==> src/rtl/apb_gpio_ext_pkg.sv <==
// rtl/apb_gpio_ext_pkg.sv - register map and encoding constants for apb_gpio_ext
package apb_gpio_ext_pkg;

    localparam int MAX_IO_NUM = 32;

    // Byte offsets of the register file; PADDR[1:0] never take part in decode.
    localparam logic [7:0] ADDR_DATA_OUT   = 8'h00;
    localparam logic [7:0] ADDR_SET        = 8'h04;
    localparam logic [7:0] ADDR_CLR        = 8'h08;
    localparam logic [7:0] ADDR_OE         = 8'h0C;
    localparam logic [7:0] ADDR_DATA_IN    = 8'h10;
    localparam logic [7:0] ADDR_IRQ_EN     = 8'h14;
    localparam logic [7:0] ADDR_IRQ_STATUS = 8'h18;
    localparam logic [7:0] ADDR_IRQ_EDGE   = 8'h1C;
    localparam logic [7:0] ADDR_IRQ_POL    = 8'h20;
    localparam logic [7:0] ADDR_IRQ_BOTH   = 8'h24;
    localparam logic [7:0] ADDR_DEBOUNCE   = 8'h28;

    localparam logic EDGE_LEVEL = 1'b0;
    localparam logic EDGE_EDGE  = 1'b1;
    localparam logic POL_LOW    = 1'b0;
    localparam logic POL_HIGH   = 1'b1;

endpackage

==> src/rtl/gpio_debounce.sv <==
// rtl/gpio_debounce.sv - per-pin two-flop synchroniser and 3-tick debounce filter
//
// Ports:
//   clk, rst : clock and synchronous active-high reset
//   pad      : asynchronous pad input
//   bypass   : 1 = filt follows the synchronised input every cycle
//   tick     : shared prescaler tick, shifts the sample history
//   clear    : clears the history (filt keeps its value)
//   filt     : filtered input level
module gpio_debounce (
    input  logic clk,
    input  logic rst,
    input  logic pad,
    input  logic bypass,
    input  logic tick,
    input  logic clear,
    output logic filt
);

    logic       meta;
    logic       sync;
    logic [1:0] hist;

    always_ff @(posedge clk) begin
        if (rst) begin
            meta <= 1'b0;
            sync <= 1'b0;
            hist <= 2'b00;
            filt <= 1'b0;
        end else begin
            meta <= pad;
            sync <= meta;
            if (clear) begin
                hist <= 2'b00;
            end else if (bypass) begin
                filt <= sync;
            end else if (tick) begin
                hist <= {hist[0], sync};
                // Current sample plus two older ticks must all agree.
                if (sync == hist[0] && sync == hist[1]) begin
                    filt <= sync;
                end
            end
        end
    end

endmodule

==> src/rtl/apb_gpio_ext.sv <==
// rtl/apb_gpio_ext.sv - parametrised APB GPIO controller with debounce and per-pin interrupts
//
// Ports:
//   PCLK, PRESET                     : clock, synchronous active-high reset
//   PSEL, PENABLE, PWRITE, PADDR,
//   PWDATA, PRDATA, PREADY, PSLVERR  : zero-wait-state APB slave
//   GPIO_IN                          : asynchronous pad inputs
//   GPIO_OUT, GPIO_OE                : registered output data and enables
//   INT, INT_OR                      : per-pin interrupts and their OR
module apb_gpio_ext
    import apb_gpio_ext_pkg::*;
#(
    parameter int          IO_NUM    = 8,
    parameter int          DEB_WIDTH = 16,
    parameter logic [31:0] OUT_RESET = 32'h0,
    parameter logic [31:0] OE_RESET  = 32'h0
) (
    input  logic              PCLK,
    input  logic              PRESET,
    input  logic              PSEL,
    input  logic              PENABLE,
    input  logic              PWRITE,
    input  logic [7:0]        PADDR,
    input  logic [31:0]       PWDATA,
    output logic [31:0]       PRDATA,
    output logic              PREADY,
    output logic              PSLVERR,
    input  logic [IO_NUM-1:0] GPIO_IN,
    output logic [IO_NUM-1:0] GPIO_OUT,
    output logic [IO_NUM-1:0] GPIO_OE,
    output logic [IO_NUM-1:0] INT,
    output logic              INT_OR
);

    logic [IO_NUM-1:0]    data_out, oe, irq_en, irq_status;
    logic [IO_NUM-1:0]    irq_edge, irq_pol, irq_both;
    logic [IO_NUM-1:0]    filt, filt_d, irq_set, w1c;
    logic [DEB_WIDTH-1:0] debounce, presc;
    logic [7:0]           addr;
    logic                 access, wr, mapped, tick, bypass, deb_clear;
    logic [31:0]          rd;
    logic                 unused_ok;

    assign unused_ok = ^{PADDR[1:0], PWDATA};

    assign addr      = {PADDR[7:2], 2'b00};
    assign access    = PSEL & PENABLE;
    assign wr        = access & PWRITE;
    assign bypass    = (debounce == '0);
    assign tick      = !bypass && (presc == debounce);
    assign deb_clear = wr && (addr == ADDR_DEBOUNCE);
    assign w1c       = (wr && addr == ADDR_IRQ_STATUS) ? PWDATA[IO_NUM-1:0] : '0;

    for (genvar i = 0; i < IO_NUM; i++) begin : g_pin
        gpio_debounce u_deb (
            .clk    (PCLK),
            .rst    (PRESET),
            .pad    (GPIO_IN[i]),
            .bypass (bypass),
            .tick   (tick),
            .clear  (deb_clear),
            .filt   (filt[i])
        );
    end

    always_comb begin
        irq_set = '0;
        for (int i = 0; i < IO_NUM; i++) begin
            if (irq_edge[i] == EDGE_LEVEL) begin
                irq_set[i] = (filt[i] == irq_pol[i]);
            end else if (irq_both[i]) begin
                irq_set[i] = filt[i] ^ filt_d[i];
            end else if (irq_pol[i] == POL_HIGH) begin
                irq_set[i] = filt[i] & ~filt_d[i];
            end else begin
                irq_set[i] = ~filt[i] & filt_d[i];
            end
        end
    end

    always_comb begin
        rd     = '0;
        mapped = 1'b1;
        case (addr)
            ADDR_DATA_OUT:   rd[IO_NUM-1:0] = data_out;
            ADDR_SET:        rd = '0;
            ADDR_CLR:        rd = '0;
            ADDR_OE:         rd[IO_NUM-1:0] = oe;
            ADDR_DATA_IN:    rd[IO_NUM-1:0] = filt;
            ADDR_IRQ_EN:     rd[IO_NUM-1:0] = irq_en;
            ADDR_IRQ_STATUS: rd[IO_NUM-1:0] = irq_status;
            ADDR_IRQ_EDGE:   rd[IO_NUM-1:0] = irq_edge;
            ADDR_IRQ_POL:    rd[IO_NUM-1:0] = irq_pol;
            ADDR_IRQ_BOTH:   rd[IO_NUM-1:0] = irq_both;
            ADDR_DEBOUNCE:   rd[DEB_WIDTH-1:0] = debounce;
            default:         mapped = 1'b0;
        endcase
    end

    assign PRDATA  = (access && mapped) ? rd : '0;
    assign PSLVERR = access & ~mapped;
    assign PREADY  = 1'b1;

    always_ff @(posedge PCLK) begin
        if (PRESET) begin
            data_out   <= OUT_RESET[IO_NUM-1:0];
            oe         <= OE_RESET[IO_NUM-1:0];
            irq_en     <= '0;
            irq_status <= '0;
            irq_edge   <= '0;
            irq_pol    <= '0;
            irq_both   <= '0;
            debounce   <= '0;
            presc      <= '0;
            filt_d     <= '0;
        end else begin
            filt_d     <= filt;
            // A live set condition wins over a simultaneous W1C.
            irq_status <= (irq_status & ~w1c) | irq_set;

            if (deb_clear || bypass || tick) begin
                presc <= '0;
            end else begin
                presc <= presc + 1'b1;
            end

            if (wr) begin
                case (addr)
                    ADDR_DATA_OUT: data_out <= PWDATA[IO_NUM-1:0];
                    ADDR_SET:      data_out <= data_out | PWDATA[IO_NUM-1:0];
                    ADDR_CLR:      data_out <= data_out & ~PWDATA[IO_NUM-1:0];
                    ADDR_OE:       oe       <= PWDATA[IO_NUM-1:0];
                    ADDR_IRQ_EN:   irq_en   <= PWDATA[IO_NUM-1:0];
                    ADDR_IRQ_EDGE: irq_edge <= PWDATA[IO_NUM-1:0];
                    ADDR_IRQ_POL:  irq_pol  <= PWDATA[IO_NUM-1:0];
                    ADDR_IRQ_BOTH: irq_both <= PWDATA[IO_NUM-1:0];
                    ADDR_DEBOUNCE: debounce <= PWDATA[DEB_WIDTH-1:0];
                    default: ;
                endcase
            end
        end
    end

    assign GPIO_OUT = data_out;
    assign GPIO_OE  = oe;
    assign INT      = irq_status & irq_en;
    assign INT_OR   = |INT;

endmodule

==> config.mk <==
export PLATFORM = sky130hd
export DESIGN_NAME = apb_gpio_ext
export DESIGN_NICKNAME = d
export VERILOG_FILES = /design/src/rtl/apb_gpio_ext_pkg.sv /design/src/rtl/gpio_debounce.sv /design/src/rtl/apb_gpio_ext.sv
export SDC_FILE = /design/constraint.sdc
export NUM_CORES = 1
export LEC_CHECK = 0
export CAP_MARGIN = 10
export CORE_MARGIN = 2
export CORE_UTILIZATION = 54
export CTS_CLUSTER_DIAMETER = 100
export DETAILED_ROUTE_END_ITERATION = 6
export PLACE_DENSITY = 0.81
export SETUP_SLACK_MARGIN = 0.2
export SLEW_MARGIN = 30
export SYNTH_ARGS = -nofsm -noshare
export SYNTH_HDL_FRONTEND = slang
export SYNTH_SLANG_ARGS = --single-unit
==> constraint.sdc <==
create_clock -name PCLK -period 5.5 [get_ports PCLK]
set_clock_uncertainty 0.15 [all_clocks]
set_input_delay 1.65 -clock PCLK [delete_from_list [all_inputs] [get_ports PCLK]]
set_output_delay 1.65 -clock PCLK [all_outputs]
set_load 0.005 [all_outputs]
==> metrics.yaml, run 1 <==
status: "finished, final reports clean"
wl_mm: 18.8
grt_max_degree: 50
synthFlopType: "dfxtp_1"
drv_cap: 0
pwr-share-comb_pct: 5.8
crit_path_top_delay_cell: "or4b_4"
vias_per_cell: 5.87
dr.first_iter.drc_count: 677
fmax_mhz: 193
path_clk_slew_ps: 50
fin_crit_sh_pct: 94.3
r2r_cells: 5
cts_root_buf: "clkbuf_16"
slowest_delay_ps: 550
syn_area_mm2: 0.00670
cp_max_fo: 6
crit_path_frequent_cell: "buf_4"
timing.hold.ws_ps: 284
first_global_vias: 6064
powerDensity_mw_per_mm2: 269
power.internal_mw: 1.76
dieArea_mm2: 0.0133
synth-async-reset-ratio_pct: 0
grt_overflow: 0
yosysUniqueCellTypes: 51
synth_most_common_cell: "dfxtp_1"
finalSetupViolations: 0
final_hold_viol_count: 0
cellLeakagePower_nw: 3.26
diodes: 0
critPathArrivalTime_ps: 3390
irDropWorstVdd_v: 0.000204
r2r_start: "debounce[1]"
switching_share_pct: 22.3
cts_tree: "yes"
start_util_pct: 55.5
min_to: "g_pin[7].u_deb.sync"
route.vias.total: 6242
gp_congestion: 0.944
clockPowerShare_pct: 49.6
hold_path.startpoint: "g_pin[7].u_deb.meta"
synthToLayoutAreaGrowth_pct: 25.4
nets: 953
syn_inst: 784
synth_edf_count: 0
worst_slew_pin_slew_ps: 889
startpoint_type: "input port"
ctsHoldBuffers: 0
power.total_mw: 2.26
slew_violations: 0
ant_nets: 0
period_minus_slack_ps: 5190
synth_seq_cells: 136
power.switching_mw: 0.505
synth.avg_cell_area_um2: 8.55
crit_path_end_kind: "output port"
min_path_cells: 1
die-width_um: 115
rsz0062_at_grt: "no"
finalSetupTns_ps: 0
numClockSinks: 136
p_seq_share_pct: 44.6
pre_cts_slack_ps: -352
yosysSeqAreaShare_pct: 40.6
yosys_warnings: 0
cp_num_buf_inv: 5
r2r_end: "g_pin[5].u_deb.filt"
yosys-top-cells-count: "136 x dfxtp_1, 79 x nand2_1, 72 x a21oi_1"
synth_top_cell_area_share_pct: 40.6
cp_cell_sequence: "clkbuf_2 -> or4b_4 -> buf_8 -> nor3_4 -> buf_4 -> buf_4 -> a222oi_1 -> a21oi_1 -> clkdlybuf4s15_2"
layout_setup_ws_ps: 314
dp_hpwl_mm: 13.4
r2r_setup_slack_ps: 2450
largestRegisters: "debounce (16), g_pin.u_deb.hist (16), presc (16)"
clockBufferDepth: 2
criticalPathCategory: "input port to output port"
ys_top_cells_by_area: "dfxtp_1 41%, a21oi_1 5.4%, nand2_1 4.4%, o21ai_0 3.9%, mux2i_1 3.6%"
coreArea_mm2: 0.0121
worst_path_dominant_cell_family: "buffers and inverters"
ctsHtreeMaxLevel: 4
drc: 0
die_h_um: 115
boundaryPins: 112
antenna_found_initial: 0
final_layout_size_suffix_gt1_share_pct: 15.1
synth_top_area_cell: "dfxtp_1"
rows: 40
grt_pass1_wl_mm: 29.8
numPortBuffers: 76
numCtsBuffers: 17
hp-class: "register to register"
cp.required_ps: 3700
grt_usage_pct: 28.8
routedWlPerCell_um: 17.7
slew_headroom_pct: 40.6
firstDrtPassIters: 6
clkLatencyLatePin_ps: 420
utilization_pct: 69.7
[power groups by stage]
stage	clock (mW)	combinational, mW	sequential, mW
5_1_grt	1.17	0.143	1.01
2_1_floorplan	0	0.0776	1.02
3_5_place_dp	0	0.124	1.03
4_1_cts	1.13	0.128	1.01
3_3_place_gp	0	0.119	1.03
6_report	1.12	0.132	1.01
[how the worst max path moves through the flow]
stage | slack, ps | from | depth (start not counted) | endpoint
after floorplan | 440 | PADDR[4] | 7 | PRDATA[3]
after global placement | -350 | PADDR[7] | 8 | PRDATA[3]
after detailed placement | -350 | PADDR[7] | 8 | PRDATA[2]
after CTS | 190 | PADDR[4] | 9 | PRDATA[6]
after global routing | 210 | PSEL | 7 | PRDATA[0]
final | 310 | PADDR[4] | 9 | PRDATA[1]
[per-layer routing]
layer / up-vias / wire length (um) / track usage (%)
met5: - / 0 / 0
met4: 0 / 546 / 12.4
met3: 56 / 1320 / 5.64
met2: 288 / 9330 / 49.1
met1: 2990 / 7610 / 35.4
li1: 2908 / - / -
[timing repair]
item,in CTS,in global routing
setup buffers,7,4
gates resized for setup,54,13
pin swaps,11,7
setup endpoints to repair,16,8
[per-stage QoR]
stage / instance area [um^2] / std cells
global placement: 7690 / 1020
finish: 8400 / 1064
detailed placement: 7690 / 1020
floorplan: 6760 / 799
global route: 8400 / 1064
CTS: 8360 / 1059
[area by class of cell]
cell class	instances	area, um^2
multi-input combinational	569	3620
tap	168	210
clock buffer	20	467
clock inverter	12	125
fill	941	3660
inverter	28	105
sequential	136	2720
timing repair buffer	131	1150
[cells by family after synthesis]
group,count (synthesis),share of synthesized area [%]
AOI/OAI and AO/OA,164,14.3
xor gates and xnor gates,38,4.97
adders and majority gates,17,3.17
buffers and inverters,94,6.80
DFF,136,40.6
muxes,46,8.12
other,2,0.112
and+or+nand+nor,287,21.9
[layout by cell type, fill, tap and decap left out, types with 5 or more instances in the layout]
cell	netlist	layout
nor3_1	20	19
clkdlybuf4s50_1	0	53
xnor2_1	16	16
mux4_2	5	5
xor2_1	22	22
dfxtp_1	136	136
buf_2	7	6
ha_1	17	17
nor3_4	4	7
a21oi_1	72	72
a222oi_1	12	12
and3_1	12	12
a211oi_1	15	15
nor4_1	8	8
inv_1	28	28
nand3_1	38	38
nor2_1	59	58
nand2_1	79	79
o21ai_0	52	52
mux2_2	17	17
and2_1	17	17
nor2b_1	25	25
clkinv_2	0	5
dlygate4sd2_1	0	10
clkbuf_16	0	17
conb_1	2	17
buf_4	21	49
mux2i_1	24	24
No activity file was read; power rests on OpenSTA's default activity.
==> inputs of run 2 (changes only) <==
--- a/config.mk
+++ b/config.mk
@@ -11,6 +11,7 @@
 export CTS_CLUSTER_DIAMETER = 100
 export DETAILED_ROUTE_END_ITERATION = 6
 export PLACE_DENSITY = 0.81
+export REMOVE_ABC_BUFFERS = 1
 export SETUP_SLACK_MARGIN = 0.2
 export SLEW_MARGIN = 30
 export SYNTH_ARGS = -nofsm -noshare
==> metrics.yaml, run 2 (synthesized netlist as in run 1, its figures left out) <==
fmax_mhz: 189  # -2.2%
drv_cap: 0  # unchanged
final_cell_mix: "136 x dfxtp_1, 79 x nand2_1, 72 x a21oi_1"
hp-class: "register to register"
timing.hold.ws_ps: 287  # +3.67 ps
numClockSinks: 136  # unchanged
dieArea_mm2: 0.0133  # unchanged
final_layout_size_suffix_gt1_share_pct: 15.2  # +0.095 points
dp_hpwl_mm: 13.1  # -2.2%
min_path_cells: 1  # unchanged
vias_per_cell: 5.97  # +1.8%
clkLatencyLatePin_ps: 420  # about the same
r2r_setup_slack_ps: 2410  # -40 ps
min_to: "g_pin[7].u_deb.sync"
utilization_pct: 70.7  # +1.0 points
final_hold_viol_count: 0  # unchanged
diodes: 0  # unchanged
firstDrtPassIters: 6  # unchanged
irDropWorstVdd_v: 0.000173  # -15%
cts_root_buf: "clkbuf_16"
boundaryPins: 112  # unchanged
die_h_um: 115  # unchanged
criticalPathCategory: "input port to output port"
period_minus_slack_ps: 5300  # +115 ps
grt_overflow: 0  # unchanged
cellLeakagePower_nw: 3.32  # +1.7%
r2r_start: "debounce[4]"
grt_usage_pct: 29.8  # +1.0 points
numPortBuffers: 76  # unchanged
status: "finished, final reports clean"
synthToLayoutAreaGrowth_pct: 27.3
layout_commonest_cell: "dfxtp_1"
route.vias.total: 6363  # +1.9%
critPathArrivalTime_ps: 3500  # +110 ps
start_util_pct: 55.5  # unchanged
cts_tree: "yes"
rows: 40  # unchanged
worst_slew_pin_slew_ps: 973  # +84.3 ps
numCtsBuffers: 17  # unchanged
powerDensity_mw_per_mm2: 281  # +4.4%
ant_nets: 0  # unchanged
crit_path_end_kind: "output port"
hold_path.startpoint: "g_pin[7].u_deb.meta"
rsz0062_at_grt: "yes"
first_global_vias: 6229  # +2.7%
antenna_found_initial: 0  # unchanged
coreArea_mm2: 0.0121  # unchanged
grt_pass1_wl_mm: 30.7  # +3.1%
cp_max_fo: 7  # +1
routedWlPerCell_um: 18.2  # +3.1%
finalSetupViolations: 0  # unchanged
power.total_mw: 2.40  # +6.0%
r2r_cells: 5  # unchanged
dr.first_iter.drc_count: 540  # -20%
ctsHtreeMaxLevel: 4  # unchanged
drc: 0  # unchanged
startpoint_type: "input port"
grt_max_degree: 56  # +12%
nets: 955  # +0.21%
r2r_end: "g_pin[6].u_deb.filt"
die-width_um: 115  # unchanged
slew_violations: 0  # unchanged
ctsHoldBuffers: 0  # unchanged
largestRegisters: "debounce (16), g_pin.u_deb.hist (16), presc (16)"
clockBufferDepth: 2  # unchanged
path_clk_slew_ps: 50  # about the same
slew_headroom_pct: 35.0  # -5.6 points
gp_congestion: 0.963  # +2.0%
fin_crit_sh_pct: 96.4  # +2.1 points
wl_mm: 19.4  # +3.2%
cp.required_ps: 3700  # about the same
## run 2: cell count changes in the layout (fill, tap and decap cells not counted), sizes merged
cell	change
buf	+6
bufinv	+3
clkdlybuf4s15	+1
clkinv	-3
clkbuf	-2
clkdlybuf4s50	-1
clkinvlp	-3
## run 2: timing repair
item,4_1_cts,5_1_grt
setup endpoints to repair,17,9
pin swaps,13,9
buffers inserted,14,1
gates resized for setup,66,7
## run 2: area by class of cell
cell class / instances / area, um^2
fillers: 905 / 3530
well taps: 168 / 210
flip-flops and latches: 136 / 2720
repair buffers: 133 / 1220
inverters: 28 / 105
multi-input cells: 569 / 3620
clock inverters: 9 / 170
clock buffers: 22 / 474
## run 2: worst max path at each step
stage | slack, ps | depth (start not counted) | from | end
global placement | -420 | 8 | PADDR[5] | PRDATA[0]
CTS | 200 | 9 | PADDR[7] | PRDATA[0]
floorplan | 350 | 4 | PADDR[4] | PRDATA[2]
finish | 200 | 9 | PADDR[7] | PRDATA[4]
global route | 170 | 10 | PADDR[5] | PRDATA[4]
detailed placement | -490 | 8 | PADDR[5] | PRDATA[0]
## run 2: routing by layer
metal | GRT usage, % | part of all wire, % | vias to the layer above
met5 | 0 | 0 | -
met4 | 15.7 | 3.5 | 0
met3 | 6.48 | 10 | 68
met2 | 48.3 | 46 | 365
met1 | 37.2 | 40 | 3019
li1 | - | - | 2911
## run 2: power by group
part / internal (mW) / switching (mW) / total, mW
registers: 0.998 / 0.00858 / 1.01
clock network: 0.835 / 0.416 / 1.25
logic: 0.0634 / 0.0749 / 0.138
## run 2: worst max-delay path, stage by stage
cell and delay [ps]:
clkdlybuf4s15_2 210, or4b_4 530, buf_8 160, nor3b_4 220
buf_6 130, buf_4 150, a222oi_1 110, a21oi_1 200
buf_2 150
## run 2: per-stage QoR
| stage | worst slack (ps) | TNS (ps) | cell area (um^2) | instances |
|---|---|---|---|---|
| final | 198 | 0 | 8530 | 1065 |
| after global routing | 171 | 0 | 8530 | 1065 |
| after CTS | 200 | 0 | 8490 | 1063 |
| after detailed placement | -487 | -4110 | 7720 | 1018 |
| after global placement | -420 | -3200 | 7720 | 1018 |
| after floorplan | 350 | 0 | 6410 | 733 |
